### config.mk
export PLATFORM = sky130hd
export DESIGN_NAME = b1_stream_decoder
export DESIGN_NICKNAME = d
export VERILOG_FILES = /design/src/rtl/b1_stream_decoder.sv
export SDC_FILE = /design/constraint.sdc
export NUM_CORES = 1
export LEC_CHECK = 0
export BUFFER_PORTS_ARGS = -buffer_cell sky130_fd_sc_hd__buf_4
export CORE_ASPECT_RATIO = 0.6
export CORE_MARGIN = 3
export CORE_UTILIZATION = 55
export CTS_CLUSTER_DIAMETER = 100
export DETAILED_ROUTE_END_ITERATION = 10
export PLACE_DENSITY = 0.94
export RECOVER_POWER = 100
export SYNTH_ARGS = -nofsm -noshare
export SYNTH_HDL_FRONTEND = slang
export SYNTH_SLANG_ARGS = --single-unit
### constraint.sdc
create_clock -name clk -period 4.8 [get_ports clk]
set_input_delay 0.48 -clock clk [delete_from_list [all_inputs] [get_ports clk]]
set_output_delay 0.48 -clock clk [all_outputs]
set_load 0.005 [all_outputs]
### src/rtl/b1_stream_decoder.sv
// 4-bit codeword to 3-bit symbol decoder with a one-deep output register,
// a RUN/FAULT recovery FSM and saturating ILLEGAL/AMBIGUOUS counters.
module b1_stream_decoder (
   input  logic       clk,
   input  logic       rst_n,
   input  logic       in_valid,
   output logic       in_ready,
   input  logic [3:0] in_code,
   output logic       out_valid,
   input  logic       out_ready,
   output logic [2:0] out_data,
   output logic [1:0] out_status,
   output logic       fault,
   output logic [7:0] err_cnt,
   output logic [7:0] amb_cnt,
   input  logic       cnt_clr
);

   typedef enum logic {S_RUN = 1'b0, S_FAULT = 1'b1} state_e;

   localparam logic [1:0] ST_OK  = 2'b00;
   localparam logic [1:0] ST_AMB = 2'b01;
   localparam logic [1:0] ST_ILL = 2'b10;

   state_e     state_q, state_d;
   logic [1:0] ill_run_q, ill_run_d;
   logic [1:0] ok_run_q, ok_run_d;
   logic       out_valid_q, out_valid_d;
   logic [2:0] out_data_q, out_data_d;
   logic [1:0] out_status_q, out_status_d;
   logic [7:0] err_cnt_q, err_cnt_d;
   logic [7:0] amb_cnt_q, amb_cnt_d;

   logic       is_ill, is_amb, is_ok;
   logic [1:0] cls;
   logic [2:0] dec;
   logic       accept, load;

   // Codeword classification and decode
   always_comb begin
      is_ill = (in_code[3] == in_code[0]) | (in_code[1] & in_code[2]);
      is_amb = !is_ill && in_code[1];
      is_ok  = !is_ill && !is_amb;
      cls    = is_ill ? ST_ILL : (is_amb ? ST_AMB : ST_OK);
      dec    = 3'b000;
      if (is_amb)
         dec = {in_code[0], in_code[0], ~in_code[0]};
      else if (is_ok)
         dec = {in_code[0], {2{in_code[2] ? ~in_code[0] : in_code[0]}}};
   end

   assign accept = in_valid && in_ready;

   // FSM: state register
   always_ff @(posedge clk) begin
      if (!rst_n) begin
         state_q   <= S_RUN;
         ill_run_q <= 2'd0;
         ok_run_q  <= 2'd0;
      end else begin
         state_q   <= state_d;
         ill_run_q <= ill_run_d;
         ok_run_q  <= ok_run_d;
      end
   end

   // FSM: next state
   always_comb begin
      state_d   = state_q;
      ill_run_d = ill_run_q;
      ok_run_d  = ok_run_q;
      case (state_q)
         S_RUN: if (accept) begin
            if (!is_ill)
               ill_run_d = 2'd0;
            else if (ill_run_q == 2'd2) begin
               state_d   = S_FAULT;
               ill_run_d = 2'd0;
            end else
               ill_run_d = ill_run_q + 2'd1;
         end
         S_FAULT: if (accept) begin
            if (!is_ok)
               ok_run_d = 2'd0;
            else if (ok_run_q == 2'd1) begin
               state_d   = S_RUN;
               ok_run_d  = 2'd0;
               ill_run_d = 2'd0;
            end else
               ok_run_d = ok_run_q + 2'd1;
         end
         default: state_d = S_RUN;
      endcase
   end

   // FSM: outputs. FAULT always drains input; only RUN emits symbols.
   always_comb begin
      in_ready = rst_n && ((state_q == S_FAULT) || !out_valid_q || out_ready);
      load     = accept && (state_q == S_RUN);
      fault    = (state_q == S_FAULT);
   end

   always_comb begin
      out_valid_d  = out_valid_q;
      out_data_d   = out_data_q;
      out_status_d = out_status_q;
      if (load) begin
         out_valid_d  = 1'b1;
         out_data_d   = dec;
         out_status_d = cls;
      end else if (out_ready)
         out_valid_d = 1'b0;

      err_cnt_d = err_cnt_q;
      amb_cnt_d = amb_cnt_q;
      if (cnt_clr) begin
         err_cnt_d = 8'd0;
         amb_cnt_d = 8'd0;
      end else if (accept) begin
         if (is_ill && err_cnt_q != 8'hFF) err_cnt_d = err_cnt_q + 8'd1;
         if (is_amb && amb_cnt_q != 8'hFF) amb_cnt_d = amb_cnt_q + 8'd1;
      end
   end

   always_ff @(posedge clk) begin
      if (!rst_n) begin
         out_valid_q  <= 1'b0;
         out_data_q   <= 3'b000;
         out_status_q <= ST_OK;
         err_cnt_q    <= 8'd0;
         amb_cnt_q    <= 8'd0;
      end else begin
         out_valid_q  <= out_valid_d;
         out_data_q   <= out_data_d;
         out_status_q <= out_status_d;
         err_cnt_q    <= err_cnt_d;
         amb_cnt_q    <= amb_cnt_d;
      end
   end

   assign out_valid  = out_valid_q;
   assign out_data   = out_data_q;
   assign out_status = out_status_q;
   assign err_cnt    = err_cnt_q;
   assign amb_cnt    = amb_cnt_q;

endmodule
==> qor.csv, run 1 <==
metric,value,unit
CP required,5.00,ns
hold path depth,1,
Routed WL,3.45,mm
total number of vias,1338,
Hold Path End,ok_run_q[1],
unrepaired setup endpoints after global routing,no,
# Post-CTS Setup Buffers,0,
vias in the first global route,1193,
Power Density,242,nW/um^2
NetSw,0.0000945,W
cell with the most instances after synthesis,dfxtp_1,
Worst path depth,4,
Tot Pwr,0.000398,W
chip height,44.7,um
sequential area share after synthesis,39.3,%
RePlAce Congestion,0.883,
most frequent cells after synthesis,"dfxtp_1 (27), nor2_1 (16), a21oi_1 (15)",
switching fraction of total power,23.8,%
"Reg clk slew, reported paths",0.09,ns
Fin. Hold Viols,0,
final core utilization,72.8,%
Main synth FF type,dfxtp_1,
cell-by-cell trace of the critical path,nor3b_1 > or4_1 > or4_1 > a21oi_1,
Yosys warning total,0,
Synth top area share,39.3,%
crit end category,register,
Internal,0.000303,W
Synth Net Count,171,
antenna-violating nets left,0,
clk buf depth,2,
"setup slack, reg-to-reg",2.64,ns
worst reg-to-reg path cell count,4,
Ant. Diodes,0,
reg2reg start,fault,
FP Rows,13,
Layout area overhead,19.7,%
Ports,33,
1st-iter DRT viols,146,
Final nets,203,
Core Area,2260,um^2
async set-reset flop share out of synthesis,0,%
CTS Hold Bufs,0,
CTS H-Tree Depth,1,
largest net degree at the start of global routing,15,
post-synth cell types,44,
CTS Buf Count,3,
Max IR drop VDD,142,uV
"Largest stage delay, worst path",0.74,ns
dpl hpwl,2.68,mm
MaxCap Viol Count,0,
Overflow after GRT,0,
full die area,3160,um^2
max_slew headroom,27.5,%
Lkg Pwr,0.575,nW
Setup-failing EPs final,0,
initial antenna violation count,0,
Synth area leaders,"dfxtp_1 (39%), a21oi_1 (5.5%), mux2i_1 (5.1%)",
Inst Count DP,217,
Worst setup SP type,register,
Crit path top cell by count,or4_1,
DR vias/cell,6.05,
clock tree from TritonCTS,built,
Starting Density,60.8,%
Max Clk Rate,462,MHz
Crit path max-delay family,simple AND/OR/NAND/NOR gates,
Seq pwr share,57.8,%
die width,70.6,um
skew final,0.00353,ns
setup tns final,0,ns
Yosys reg bits,27,
run status,completed,
first-pass iteration count of the detailed router,4,
clock tree sinks,27,
Clock Latency Late Sink,0.27,ns
Post-Syn Area,1380,um^2
Worst Path Max Fanout,13,
hold_sp,ok_run_q[1],
"EDFF count, synth",0,
DRC Markers,0,
final non-filler cell total,221,
IO Port Bufs,32,
"area leader, netlist",dfxtp_1,
fin. max-slew vios,0,
Gate Count Post-Synth,160,
post-cts resize count,0,
global-route wire length before repair,5.60,mm
share of layout cells above drive strength 1,19.9,%
root buf cell,clkbuf_8,
WP data arrival,2.36,ns
routed len/inst,15.6,um
slew of the pin with the lowest slew margin,1.08,ns
Hold WC Path Type,reg -> reg,
Crit path buffers/inverters,0,
Global Route Usage Sum,22.2,%
RR Endpoint,amb_cnt[4],
syn avg cell area,8.59,um^2
WS Path Type,reg -> reg,
CP max-delay cell,or4_1,
fillers,181,
final period utilization,45.1,%
Clk pwr share,31.7,%
crit path time final,2.16,ns
combinational power share,10.5,%
power groups by stage:
stage,combinational [W],sequential [W],clock [W]
global route,0.0000456,0.000230,0.000135
CTS,0.0000428,0.000230,0.000127
detailed placement,0.0000426,0.000235,0
global placement,0.0000398,0.000235,0
floorplan,0.0000238,0.000235,0
finish,0.0000418,0.000230,0.000126
worst max path at each step:
| stage | to | startpoint | slack, ns |
|---|---|---|---|
| global route | amb_cnt[3] | fault | 2.51 |
| global placement | amb_cnt[4] | in_code[3] | 2.76 |
| CTS | amb_cnt[4] | fault | 2.76 |
| floorplan | amb_cnt[5] | in_code[0] | 3.00 |
| detailed placement | amb_cnt[4] | in_code[0] | 2.67 |
| finish | amb_cnt[4] | fault | 2.64 |
state kept, by name, indices dropped and copies added, names as in the netlist:
signal and flops:
out_valid 1, out_data 3, err_cnt 8, fault 1, amb_cnt 8, out_status 2
ill_run_q 2, ok_run_q 2
stage by stage:
stage                     cell area (um^2)  hold slack [ns]  setup slack, ns
final                                 1650            0.463             2.64
after global routing                  1650            0.471             2.51
after CTS                             1670            0.462             2.76
after detailed placement              1620            0.450             2.67
after global placement                1620            0.448             2.76
after floorplan                       1380            0.440             3.00
placed cells by master (no fill, tap or decap), types with 2 or more instances in the layout:
cell / instances
nand2_1: 10
inv_1: 3
ha_1: 2
or2_2: 2
or4_1: 7
dfxtp_1: 27
o31ai_1: 6
nor4_1: 2
o21ai_0: 4
clkbuf_8: 3
nor3_1: 4
nand3_1: 7
buf_4: 7
clkbuf_1: 3
mux2i_1: 7
or3_1: 3
a31oi_1: 2
clkbuf_4: 23
nand4_1: 5
nor2_1: 16
and2_1: 2
o41ai_1: 3
nand2b_1: 5
a21oi_1: 15
a211oi_1: 5
logic make-up (layout without fill, tap and decap cells):
group / Yosys count / after routing / synth area share [%]
mux: 7 / 7 / 5.10
flops: 27 / 27 / 39.3
fa+ha+maj: 2 / 2 / 1.82
buf+inv: 9 / 40 / 3.18
simple gates: 72 / 72 / 29.9
compound gates: 41 / 41 / 19.4
xor+xnor: 2 / 2 / 1.27
routing by layer:
| layer | up-vias | wire length (um) | part of all wire [%] | track usage [%] |
|---|---|---|---|---|
| met1 | 629 | 1560 | 45 | 29.8 |
| li1 | 669 | - | - | - |
| met3 | 2 | 187 | 5.4 | 4.89 |
| met4 | 0 | 16 | 0.46 | 3.75 |
| met2 | 38 | 1690 | 49 | 38.1 |
| met5 | - | 0 | 0 | 0 |
layout make-up:
cell class	instances	area, um^2	area share [%]
clock buffers	4	45.0	2.74
inverters	4	15.0	0.912
multi-input cells	124	776	47.1
flip-flops and latches	27	541	32.8
well taps	30	37.5	2.28
repair buffers	32	233	14.1
(Power assumes the default switching activity.)
==> run 2: changes to the inputs <==
--- a/config.mk
+++ b/config.mk
@@ -8,10 +8,10 @@
 export BUFFER_PORTS_ARGS = -buffer_cell sky130_fd_sc_hd__buf_4
 export CORE_ASPECT_RATIO = 0.6
 export CORE_MARGIN = 3
-export CORE_UTILIZATION = 55
+export CORE_UTILIZATION = 47
 export CTS_CLUSTER_DIAMETER = 100
 export DETAILED_ROUTE_END_ITERATION = 10
-export PLACE_DENSITY = 0.94
+export PLACE_DENSITY = 0.86
 export RECOVER_POWER = 100
 export SYNTH_ARGS = -nofsm -noshare
 export SYNTH_HDL_FRONTEND = slang
==> constraint.sdc (replaced) <==
create_clock -name clk -period 1.9 [get_ports clk]
set_input_delay 0.19 -clock clk [delete_from_list [all_inputs] [get_ports clk]]
set_output_delay 0.19 -clock clk [all_outputs]
set_load 0.005 [all_outputs]
==> run 2 against run 1 <==
- clock power rose to 2.6 times the previous value
- hold slack got worse by 0.26 ns
- maximum frequency rose by 26%
- largest power group unchanged
- core utilization fell by 7.9 points
==> qor.csv, run 2 (synthesized netlist as in run 1, its figures left out) <==
metric,value,unit,change
Starting Density,52.0,%,was 60.8%
chip height,47.9,um,was 44.7 um
DRC Markers,0,,unchanged
die width,75.8,um,was 70.6 um
FP Rows,14,,was 13
final instance area,1720,um^2,was 1650 um^2
largest net degree at the start of global routing,17,,was 15
clock tree sinks,27,,unchanged
unrepaired setup endpoints after global routing,no,,unchanged
root buf cell,clkbuf_8,,unchanged
MaxCap Viol Count,0,,unchanged
Worst Path Max Fanout,13,,unchanged
antenna-violating nets left,0,,unchanged
routed len/inst,14.9,um,was 15.6 um
CTS H-Tree Depth,1,,unchanged
final period utilization,90.3,%,was 45.1%
RePlAce Congestion,0.892,,was 0.883
most frequent cells in the layout,"dfxtp_1 (27), clkbuf_4 (21), nor2_1 (16)",,"was dfxtp_1 (27), clkbuf_4 (23), nor2_1 (16)"
dpl hpwl,2.73,mm,was 2.68 mm
placed cell area,1700,um^2,was 1620 um^2
share of layout cells above drive strength 1,22.6,%,was 19.9%
fin. max-slew vios,0,,unchanged
skew final,0.00932,ns,was 0.00353 ns
Core Area,2650,um^2,was 2260 um^2
WS Path Type,reg -> reg,,unchanged
Tot Pwr,0.00103,W,was 0.000398 W
Ports,33,,unchanged
run status,completed,,unchanged
Power Density,601,nW/um^2,was 242 nW/um^2
full die area,3630,um^2,was 3160 um^2
WP data arrival,1.92,ns,was 2.36 ns
Layout area overhead,24.9,%,was 19.7%
Max IR drop VDD,301,uV,was 142 uV
CTS Buf Count,3,,unchanged
vias in the first global route,1303,,was 1193
fillers,223,,was 181
Lkg Pwr,0.601,nW,was 0.575 nW
Fin. Hold Viols,0,,unchanged
Hold WC Path Type,in -> reg,,was reg -> reg
crit end category,register,,unchanged
global-route wire length before repair,5.91,mm,was 5.60 mm
Hold Slack,0.206,ns,was 0.463 ns
"Largest stage delay, worst path",0.51,ns,was 0.74 ns
Clock Latency Late Sink,0.28,ns,was 0.27 ns
post-cts resize count,0,,unchanged
"leading cell type in the layout, fill and taps excluded",dfxtp_1,,unchanged
# Post-CTS Setup Buffers,0,,unchanged
Ant. Diodes,0,,unchanged
cell-by-cell trace of the critical path,nor3b_1 > or4_4 > or4_1 > a21oi_1,,was nor3b_1 > or4_1 > or4_1 > a21oi_1
1st-iter DRT viols,94,,was 146
Final nets,211,,was 203
slew of the pin with the lowest slew margin,0.571,ns,was 1.08 ns
Setup-failing EPs final,0,,unchanged
Max Clk Rate,583,MHz,was 462 MHz
CP max-delay cell,or4_4,,was or4_1
clock tree from TritonCTS,built,,unchanged
CTS Hold Bufs,0,,unchanged
Global Route Usage Sum,21.8,%,was 22.2%
DR vias/cell,5.85,,was 6.05
IO Port Bufs,32,,unchanged
Routed WL,3.57,mm,was 3.45 mm
total number of vias,1399,,was 1338
clk buf depth,2,,unchanged
Worst setup SP type,register,,unchanged
setup tns final,0,ns,unchanged
max_slew headroom,61.8,%,was 27.5%
crit path time final,1.72,ns,was 2.16 ns
Overflow after GRT,0,,unchanged
first-pass iteration count of the detailed router,4,,unchanged
"Reg clk slew, reported paths",0.10,ns,was 0.09 ns
CP required,2.11,ns,was 5.00 ns
initial antenna violation count,0,,unchanged
[run 2: changes by cell type in the layout (fill, tap and decap cells not counted)]
cell / previous run / this run
or4_4: 0 / 1
nor4b_1: 1 / 0
clkinvlp_4: 0 / 1
nor4b_2: 0 / 1
buf_4: 7 / 13
clkbuf_4: 23 / 21
or4_1: 7 / 6
clkbuf_1: 3 / 6
[run 2: where the power goes]
part | switching, W | total (W) | internal [W]
Clock | 0.000184 | 0.000333 | 0.000149
Sequential | 0.00000617 | 0.000581 | 0.000575
Combinational | 0.0000674 | 0.000119 | 0.0000520
[run 2: area by class of cell]
type	instances	area, um^2	area share (%)
Timing Repair Buffer	40	278	16.2
Clock buffer	3	41.3	2.40
Sequential cell	27	541	31.5
Inverter	4	15.0	0.874
Tap cell	40	50.0	2.91
Multi-Input combinational cell	124	786	45.7
Clock inverter	1	7.51	0.437
[run 2: worst paths after layout]
| path | start | to | slack, ns | depth (start not counted) |
|---|---|---|---|---|
| max | out_valid | amb_cnt[3] | 0.18 | 4 |
| min | rst_n | out_data[0] | 0.21 | 3 |
| max reg2reg | out_valid | amb_cnt[3] | 0.18 | 4 |
| min reg2reg | ok_run_q[1] | ok_run_q[1] | 0.50 | 1 |
[run 2: per-stage QoR]
step / setup WS [ns] / cells / util, %
finish: 0.185 / 239 / 64.9
global placement: 0.160 / 235 / 64.1
CTS: 0.0755 / 239 / 66.0
floorplan: 0.106 / 160 / -
detailed placement: 0.0994 / 235 / 64.1
global route: 0.0372 / 239 / 64.9
[run 2: routing by layer]
metal / wire, um / track usage (%)
met1: 1610 / 27.5
met2: 1710 / 34.5
met3: 223 / 7.13
met4: 23 / 9.41
met5: 0 / 0
[run 2: worst max-delay path, delay by kind of cell, from the launching register on]
family           cells  cell delay, ns
AO/OA/AOI/OAI        1            0.15
flip-flops           1            0.33
AND/OR/NAND/NOR      3            1.16
==> run 3: changes to the inputs <==
--- a/config.mk
+++ b/config.mk
@@ -8,10 +8,11 @@
 export BUFFER_PORTS_ARGS = -buffer_cell sky130_fd_sc_hd__buf_4
 export CORE_ASPECT_RATIO = 0.6
 export CORE_MARGIN = 3
-export CORE_UTILIZATION = 47
+export CORE_UTILIZATION = 49
+export CTS_BUF_LIST = sky130_fd_sc_hd__clkbuf_2
 export CTS_CLUSTER_DIAMETER = 100
 export DETAILED_ROUTE_END_ITERATION = 10
-export PLACE_DENSITY = 0.86
+export PLACE_DENSITY = 0.89
 export RECOVER_POWER = 100
 export SYNTH_ARGS = -nofsm -noshare
 export SYNTH_HDL_FRONTEND = slang
==> run 3 against run 2 <==
- clock-buffer cell count is 1 higher
- power fell by 10%
- final area is 0.87% lower
- combinational power barely moved
- critical path depth unchanged
- clock power decreased by 33%
- non-clock buffer count down 1
- global-route usage is 0.90 points higher
- maximum frequency decreased by 7.2%
==> qor.csv, run 3 (synthesized netlist as in run 1, its figures left out) <==
metric,value,unit,change
Ant. Diodes,0,,unchanged
Setup-failing EPs final,0,,unchanged
WS Path Type,reg -> reg,,unchanged
Global Route Usage Sum,22.7,%,was 21.8%
Internal,0.000682,W,was 0.000776 W
NetSw,0.000246,W,was 0.000257 W
WP data arrival,2.16,ns,was 1.92 ns
Max Clk Rate,541,MHz,was 583 MHz
clk buf depth,2,,unchanged
Hold WC Path Type,in -> reg,,unchanged
run status,completed,,unchanged
final period utilization,97.3,%,was 90.3%
final core utilization,65.7,%,was 64.9%
clock tree sinks,27,,unchanged
routed len/inst,16.7,um,was 14.9 um
Starting Density,53.0,%,was 52.0%
Power Density,545,nW/um^2,was 601 nW/um^2
antenna-violating nets left,0,,unchanged
unrepaired setup endpoints after global routing,yes,,was no
RePlAce Congestion,0.878,,was 0.892
full die area,3500,um^2,was 3630 um^2
Tot Pwr,0.000928,W,was 0.00103 W
initial antenna violation count,0,,unchanged
1st-iter DRT viols,230,,was 94
Hold Slack,0.0910,ns,was 0.206 ns
slew of the pin with the lowest slew margin,0.552,ns,was 0.571 ns
DRC Markers,0,,unchanged
CTS H-Tree Depth,1,,unchanged
Fin. Hold Viols,0,,unchanged
Worst Path Max Fanout,6,,was 13
CTS Hold Bufs,0,,unchanged
global-route wire length before repair,6.02,mm,was 5.91 mm
vias in the first global route,1302,,was 1303
Seq pwr share,62.9,%,was 56.2%
root buf cell,clkbuf_2,,was clkbuf_8
share of layout cells above drive strength 1,25.6,%,was 22.6%
Ports,33,,unchanged
fin. max-slew vios,0,,unchanged
MaxCap Viol Count,0,,unchanged
skew final,0.000941,ns,was 0.00932 ns
Clk pwr share,24.2,%,was 32.2%
clock tree from TritonCTS,built,,unchanged
CP required,2.21,ns,was 2.11 ns
crit end category,register,,unchanged
crit path time final,1.85,ns,was 1.72 ns
largest net degree at the start of global routing,15,,was 17
max_slew headroom,63.0,%,was 61.8%
IO Port Bufs,32,,unchanged
Lkg Pwr,0.603,nW,was 0.601 nW
Worst setup SP type,register,,unchanged
switching fraction of total power,26.5,%,was 24.9%
chip height,47.0,um,was 47.9 um
setup tns final,0,ns,unchanged
Core Area,2590,um^2,was 2650 um^2
"Reg clk slew, reported paths",0.24,ns,was 0.10 ns
Clock Latency Late Sink,0.35,ns,was 0.28 ns
total number of vias,1476,,was 1399
"leading cell type in the layout, fill and taps excluded",dfxtp_1,,unchanged
FP Rows,14,,unchanged
Max IR drop VDD,313,uV,was 301 uV
dpl hpwl,2.77,mm,was 2.73 mm
Layout area overhead,23.8,%,was 24.9%
combinational power share,12.9,%,was 11.5%
Final nets,211,,unchanged
first-pass iteration count of the detailed router,6,,was 4
die width,74.4,um,was 75.8 um
DR vias/cell,6.39,,was 5.85
Routed WL,3.86,mm,was 3.57 mm
most frequent cells in the layout,"dfxtp_1 (26), clkbuf_4 (21), nor2_1 (15)",,"was dfxtp_1 (27), clkbuf_4 (21), nor2_1 (16)"
Overflow after GRT,0,,unchanged
CTS Buf Count,3,,unchanged
-- run 3: routing by layer --
| metal | vias to the layer above | part of all wire [%] | global-route usage (%) |
|---|---|---|---|
| met2 | 99 | 47 | 39.8 |
| met1 | 667 | 42 | 28.4 |
| li1 | 688 | - | - |
| met3 | 22 | 8.1 | 5.56 |
| met4 | 0 | 3.0 | 6.38 |
| met5 | - | 0 | 0 |
-- run 3: metrics by stage --
step,std cells,area [um^2],setup slack [ns]
3_5_place_dp,225,1670,0.0535
6_report,231,1700,0.0511
5_1_grt,231,1700,-0.00428
3_3_place_gp,225,1670,0.131
4_1_cts,229,1690,0.00549
2_1_floorplan,160,1380,0.106
-- run 3: timing repair --
| item | in CTS | in global routing |
|---|---|---|
| gates resized for setup | 0 | 5 |
| buffers inserted | 0 | 1 |
| setup endpoints to repair | 0 | 4 |
-- run 3: power by group through the flow --
stage                     Clock (W)  Sequential [W]  Combinational (W)
after floorplan                   0        0.000593          0.0000602
after detailed placement          0        0.000594           0.000114
after global placement            0        0.000593           0.000108
final                      0.000224        0.000584           0.000120
after global routing       0.000255        0.000586           0.000129
after CTS                  0.000229        0.000584           0.000115
-- run 3: worst paths after layout --
kind	start	end	slack, ns	depth (start not counted)
worst max register to register	out_valid	amb_cnt[3]	0.05	4
worst max-delay path	out_valid	amb_cnt[3]	0.05	4
worst min-delay path	rst_n	ok_run_q[1]	0.09	2
worst min register to register	ok_run_q[1]	ok_run_q[1]	0.49	1
-- run 3: worst max-delay path, stage by stage (launching register included) --
cell and delay (ns):
dfxtp_2 0.38, nor3b_2 0.19, or4_4 0.56, or4_1 0.51, a21oi_2 0.16
-- run 3: cell type report --
type                            instances  area [um^2]
Fill cell                             219          890
Multi-Input combinational cell        125          808
Sequential cell                        27          542
Timing Repair Buffer                   39          278
Tap cell                               32         40.0
Clock buffer                            4         20.0
Inverter                                4         15.0
